--- src/rtl/jtframe_mixer_seq.sv ---
// Sequential N-channel stereo mixer: snapshot, one shared multiply-accumulate per channel per cen,
// then scale by the 4 fractional gain bits and saturate. Optional gain slewing and held clip flag.
module jtframe_mixer_seq #(
   parameter int CH        = 4,
   parameter int W         = 16,
   parameter int WOUT      = 16,
   parameter int GW        = 8,
   parameter int RAMP      = 0,
   parameter int PEAK_HOLD = 8
)(
   input  logic                   clk,
   input  logic                   rst_n,
   input  logic                   cen,
   input  logic                   sample_in,
   input  logic [CH*W-1:0]        ch_l,
   input  logic [CH*W-1:0]        ch_r,
   input  logic [CH*GW-1:0]       gain,
   input  logic [CH-1:0]          mute,
   output logic signed [WOUT-1:0] mixed_l,
   output logic signed [WOUT-1:0] mixed_r,
   output logic                   sample_out,
   output logic                   busy,
   output logic                   peak,
   output logic                   overrun
);

   localparam int PW   = W + GW + 1;
   localparam int ACCW = PW + $clog2(CH);
   localparam int IW   = (CH > 1) ? $clog2(CH) : 1;
   localparam int PCW  = (PEAK_HOLD > 0) ? $clog2(PEAK_HOLD + 1) : 1;
   localparam logic [IW-1:0] IDX_LAST = IW'(CH - 1);
   localparam logic signed [ACCW-1:0] SMAX = ACCW'((64'sd1 <<< (WOUT - 1)) - 64'sd1);
   localparam logic signed [ACCW-1:0] SMIN = ACCW'(-(64'sd1 <<< (WOUT - 1)));

   typedef enum logic [1:0] {S_IDLE, S_ACC, S_SAT} state_t;

   state_t                r_state;
   logic [IW-1:0]         r_idx;
   logic signed [W-1:0]   r_snap_l [CH];
   logic signed [W-1:0]   r_snap_r [CH];
   logic signed [ACCW-1:0] r_acc_l, r_acc_r;
   logic [GW-1:0]         r_gain_cur [CH];
   logic [PCW-1:0]        r_pk_cnt;

   logic [GW-1:0]         w_tgt [CH];
   logic [GW-1:0]         w_g;
   logic signed [GW:0]    w_gs;
   logic signed [PW-1:0]  w_prod_l, w_prod_r;
   logic signed [ACCW-1:0] w_sh_l, w_sh_r;
   logic                  w_clip;

   function automatic logic f_clip(input logic signed [ACCW-1:0] v);
      return (v > SMAX) || (v < SMIN);
   endfunction

   function automatic logic signed [WOUT-1:0] f_sat(input logic signed [ACCW-1:0] v);
      if (v > SMAX)      return {1'b0, {(WOUT-1){1'b1}}};
      else if (v < SMIN) return {1'b1, {(WOUT-1){1'b0}}};
      else               return v[WOUT-1:0];
   endfunction

   // Gain is read live each channel step, so gain/mute changes land on the next channel read
   always_comb begin
      for (int k = 0; k < CH; k++)
         w_tgt[k] = mute[k] ? '0 : gain[k*GW +: GW];
      w_g      = (RAMP != 0) ? r_gain_cur[r_idx] : w_tgt[r_idx];
      w_gs     = signed'({1'b0, w_g});
      w_prod_l = PW'(r_snap_l[r_idx]) * PW'(w_gs);
      w_prod_r = PW'(r_snap_r[r_idx]) * PW'(w_gs);
      w_sh_l   = r_acc_l >>> 4;
      w_sh_r   = r_acc_r >>> 4;
      w_clip   = f_clip(w_sh_l) | f_clip(w_sh_r);
   end

   always_ff @(posedge clk) begin
      if (cen && sample_in && r_state == S_IDLE) begin
         for (int k = 0; k < CH; k++) begin
            r_snap_l[k] <= ch_l[k*W +: W];
            r_snap_r[k] <= ch_r[k*W +: W];
         end
      end
   end

   always_ff @(posedge clk or negedge rst_n) begin
      if (!rst_n) begin
         r_state    <= S_IDLE;
         r_idx      <= '0;
         r_acc_l    <= '0;
         r_acc_r    <= '0;
         r_pk_cnt   <= '0;
         mixed_l    <= '0;
         mixed_r    <= '0;
         sample_out <= 1'b0;
         busy       <= 1'b0;
         peak       <= 1'b0;
         overrun    <= 1'b0;
         for (int k = 0; k < CH; k++)
            r_gain_cur[k] <= '0;
      end else begin
         sample_out <= 1'b0;
         overrun    <= 1'b0;
         if (cen) begin
            overrun <= sample_in & busy;
            case (r_state)
               S_IDLE: begin
                  if (sample_in) begin
                     r_state <= S_ACC;
                     r_idx   <= '0;
                     r_acc_l <= '0;
                     r_acc_r <= '0;
                     busy    <= 1'b1;
                  end
               end
               S_ACC: begin
                  r_acc_l <= r_acc_l + ACCW'(w_prod_l);
                  r_acc_r <= r_acc_r + ACCW'(w_prod_r);
                  if (r_idx == IDX_LAST) r_state <= S_SAT;
                  else                   r_idx   <= r_idx + IW'(1);
               end
               S_SAT: begin
                  mixed_l    <= f_sat(w_sh_l);
                  mixed_r    <= f_sat(w_sh_r);
                  sample_out <= 1'b1;
                  busy       <= 1'b0;
                  r_state    <= S_IDLE;
                  // Counter reloads on clip; peak drops once it has counted down to zero
                  if (w_clip) begin
                     r_pk_cnt <= PCW'(PEAK_HOLD);
                     peak     <= 1'b1;
                  end else if (r_pk_cnt != '0) begin
                     r_pk_cnt <= r_pk_cnt - PCW'(1);
                     peak     <= (r_pk_cnt != PCW'(1));
                  end else begin
                     peak     <= 1'b0;
                  end
                  if (RAMP != 0) begin
                     for (int k = 0; k < CH; k++) begin
                        if (r_gain_cur[k] < w_tgt[k])      r_gain_cur[k] <= r_gain_cur[k] + GW'(1);
                        else if (r_gain_cur[k] > w_tgt[k]) r_gain_cur[k] <= r_gain_cur[k] - GW'(1);
                     end
                  end
               end
               default: r_state <= S_IDLE;
            endcase
         end
      end
   end

endmodule

--- config.mk ---
export PLATFORM = sky130hd
export DESIGN_NAME = jtframe_mixer_seq
export DESIGN_NICKNAME = d
export VERILOG_FILES = /design/src/rtl/jtframe_mixer_seq.sv
export SDC_FILE = /design/constraint.sdc
export NUM_CORES = 1
export LEC_CHECK = 0
export BUFFER_PORTS_ARGS = -buffer_cell sky130_fd_sc_hd__buf_2
export CAP_MARGIN = 10
export CORE_MARGIN = 2
export CORE_UTILIZATION = 25
export CTS_CLUSTER_SIZE = 30
export DETAILED_ROUTE_END_ITERATION = 8
export SYNTH_ARGS = -nofsm -noshare
export SYNTH_HDL_FRONTEND = slang
export SYNTH_SLANG_ARGS = --single-unit
--- constraint.sdc ---
create_clock -name clk -period 14.29 [get_ports clk]
set_clock_uncertainty 0.15 [all_clocks]
set_input_delay 2.858 -clock clk [delete_from_list [all_inputs] [get_ports clk]]
set_output_delay 2.858 -clock clk [all_outputs]
set_load 0.005 [all_outputs]
==> results.rst <==
.. list-table::
   :header-rows: 1

   * - Metric
     - Value
   * - Run status
     - completed
   * - Worst Max-Slew Pin Slew
     - 1050 ps
   * - I/O pin count
     - 204
   * - Leading cell type in the layout, fill and taps excluded
     - sky130_fd_sc_hd__inv_1
   * - Classification of the worst setup path
     - primary input to register
   * - Number of core rows
     - 103
   * - Time the worst path needs with I/O delays and setup
     - 9110 ps
   * - Count of hold buffers inserted by post-cts repair
     - 0
   * - Max transition margin
     - 29.5%
   * - Final routed DRC violation total
     - 0
   * - Setup repair bufs after CTS
     - 0
   * - TritonCTS clock tree
     - done
   * - Mean Syn Cell Area
     - 10.1 sq um
   * - Net count after synthesis
     - 2535
   * - Crit path max-delay cell type
     - sky130_fd_sc_hd__a21oi_2
   * - Last weighted congestion value of the routability-driven placer
     - 0.873
   * - Achievable Freq
     - 0.110 GHz
   * - Number of pins exceeding their max-slew limit in the final report
     - 0
   * - Path class of the lowest-slack min-delay path
     - register to register
   * - CTS Root Cell
     - sky130_fd_sc_hd__clkbuf_16
   * - Total clock sinks
     - 226
   * - Period utilisation layout
     - 63.7%
   * - Final Hold Vio Count
     - 0
   * - Post-synth EDFFs
     - 128
   * - DR WL/cell
     - 16.4 um
   * - Top layer used by detailed routing
     - met5
   * - Sequential area share after synthesis
     - 31.5%
   * - Number of H-tree branching levels
     - 1
   * - Placement Cell Area
     - 22300 sq um
   * - Crit path launch type
     - primary input
   * - Endpoint arrival time on the critical path
     - 9350 ps
   * - Num CTS Buffers
     - 26
   * - Area occupied by registers
     - 6300 sq um
   * - Pre-CTS WS
     - 4650 ps
   * - Area of all placed cells without fillers
     - 23200 sq um
   * - Number of antenna violations at the first check in global routing
     - 3
   * - Die ar.
     - 82300 sq um
   * - Cell breakdown of the critical path
     - buf_2, nor2_1, a22oi_1, a21oi_2, buf_4, nand2_1, fa_1, inv_1, fa_1, inv_1, fa_1, inv_1, fa_1, inv_1, fa_1, inv_1, ha_1, a2111oi_0, o21ai_0, a22oi_1, o31ai_1, o31ai_1, xnor2_1, o21ai_0
   * - Required time at the endpoint of the critical path
     - 14530 ps
   * - # port buffers
     - 203
   * - Setup repair after global routing missed its margin
     - false
   * - Asr flop ratio synth
     - 43.4%
   * - Maximum capacitance violations
     - 0
   * - Area of the multi-input gates
     - 12100 sq um
   * - Post-synth design cell area
     - 20000 sq um
   * - Tot GR Track Use
     - 12.9%
   * - Top FF cell, synth
     - sky130_fd_sc_hd__edfxtp_1
   * - Total grt overflow
     - 0
   * - Pin count of the biggest net entering global routing
     - 70
   * - Wire length of the first global-routing pass
     - 83200 um
   * - Total met2 wirelength after detailed routing
     - 24700 um
   * - Most frequent cells in the layout
     - sky130_fd_sc_hd__inv_1, sky130_fd_sc_hd__fa_1, sky130_fd_sc_hd__nand2_1, sky130_fd_sc_hd__buf_2, sky130_fd_sc_hd__o21ai_0
   * - Residual antenna-violating net count after detailed routing
     - 0
   * - Detailed Route WL
     - 53300 um
   * - Number of standard cells after synthesis
     - 1991
   * - Area of the core region
     - 79100 sq um
   * - Number of global-route vias before repair
     - 14700
   * - Minimum setup slack in the final design
     - 5180 ps
   * - Worst hold margin
     - 320 ps
   * - Initial Util
     - 25.3%
   * - Clock transition at the registers of the reported paths
     - 60 ps
   * - Largest fanout on the critical path
     - 16
   * - Layout overhead on the synthesized area
     - 16.0%
   * - Fraction of layout cells with a size suffix above 1
     - 15.0%
   * - Final-layout fill cell count
     - 8321
   * - Routed vias/inst
     - 4.43
   * - Latest clock arrival within the worst-skew pair
     - 560 ps
   * - Number of iterations in the first detailed-routing pass
     - 6
   * - Total of flip-flops plus latches after synthesis
     - 226
   * - Count of endpoints failing setup in the final report
     - 0
   * - Nets
     - 2717
   * - Die span in y
     - 287 um
   * - Violation count after the first detailed-route iteration
     - 781
   * - Metal-1 WL
     - 24400 um
   * - Count of instances resized after the clock tree is built
     - 0
   * - Netlist cell types
     - 65
   * - Sort of element at the end of the critical path
     - register
   * - Family with the most delay on the worst path
     - adder cells
   * - Clock tree buffer depth
     - 3
   * - Die width
     - 287 um
   * - Final HPWL from detailed placement
     - 42500 um
   * - Total number of vias
     - 14400
   * - Amount of wire on met3 after detailed routing
     - 3260 um
   * - Count of buffer and inverter cells on the critical path
     - 7
   * - Sum of negative setup slack
     - 0 ps
   * - Total of warnings raised by yosys
     - 0
   * - Highest cell delay on the worst timing path
     - 520 ps
layer usage:
| layer | track usage, % | vias up |
|---|---|---|
| li1 | - | 6831 |
| met4 | 2.42 | 6 |
| met3 | 2.38 | 51 |
| met1 | 17.8 | 7132 |
| met2 | 21.1 | 344 |
| met5 | 0 | - |
per-stage QoR:
step	utilization (%)	cells
floorplan	-	1991
global placement	28.2	3194
detailed placement	28.2	3194
CTS	29.3	3242
global route	29.3	3243
finish	29.3	3245
logic make-up after synthesis:
family | count (synthesis) | synth area share [%]
flops | 226 | 31.5
buf+inv | 444 | 8.37
compound gates | 338 | 10.5
fa+ha+maj | 376 | 33.0
simple gates | 513 | 11.2
xor+xnor | 37 | 1.62
mux | 57 | 3.84
path summary, 6_finish.rpt:
kind	from	endpoint	slack, ps	cells after the start
hold / removal	mixed_r[7]	mixed_r[7]	320	2
setup / recovery	mute[2]	r_acc_r[26]	5180	24
hold reg to reg	mixed_r[7]	mixed_r[7]	320	2
setup reg to reg	r_idx[1]	r_acc_r[26]	6620	21
min in group asynchronous	rst_n	r_acc_r[1]	2190	1
max in group asynchronous	rst_n	r_idx[1]	10500	2
worst reg2reg max path: cells and delay by family (launching register included):
kind            cells  cell delay, ps
fa+ha+maj           6            2820
compound gates      7            2190
buf+inv             5             840
flops               1             730
mux                 1             500
xor+xnor            1             150
simple gates        1             120
Yosys cell counts, drive strengths merged, types with 6 or more instances:
library cell    n  area [sq um]
or2             6          37.5
mux2i          24           240
a22oi          13          97.6
mux2           19           214
nand4          11          68.8
a32o            6          60.1
o41ai           6          52.6
a21o           19           143
a21oi          58           294
nand2         248           931
a211oi          8          65.1
nor2b          21           131
inv           373          1400
mux4           14           315
nor2          127           477
fa            254          5080
nor3           16          80.1
dfrtp          98          2450
and2           36           225
nand2b          9          56.3
buf            15          65.1
clkbuf         56           210
o31ai          10          75.1
xor2           13           114
a221oi         10          93.8
o21ai         152           761
edfxtp        128          3840
o21a           22           165
xnor2          24           210
ha            122          1530
nand3          18          90.1
o211ai          6          50.1
sequential cells by signal, summed over array words and instances (netlist names), 2 cells and up:
register / cells
r_snap_r: 64
r_acc_r: 27
r_acc_l: 27
r_idx: 2
r_state: 2
mixed_l: 16
r_snap_l: 64
mixed_r: 16
r_pk_cnt: 4
layout make-up:
| type | count | area share (%) |
|---|---|---|
| Clock buffer | 30 | 2.87 |
| Inverter | 373 | 6.03 |
| Antenna cell | 2 | 0.0216 |
| Multi-Input combinational cell | 1321 | 52.1 |
| Timing Repair Buffer | 225 | 5.10 |
| Clock inverter | 18 | 1.05 |
| Sequential cell | 226 | 27.1 |
| Tap cell | 1050 | 5.66 |
Power is not shown: default switching activity piles up to over one toggle a cycle in this logic, so the estimate is an artifact.
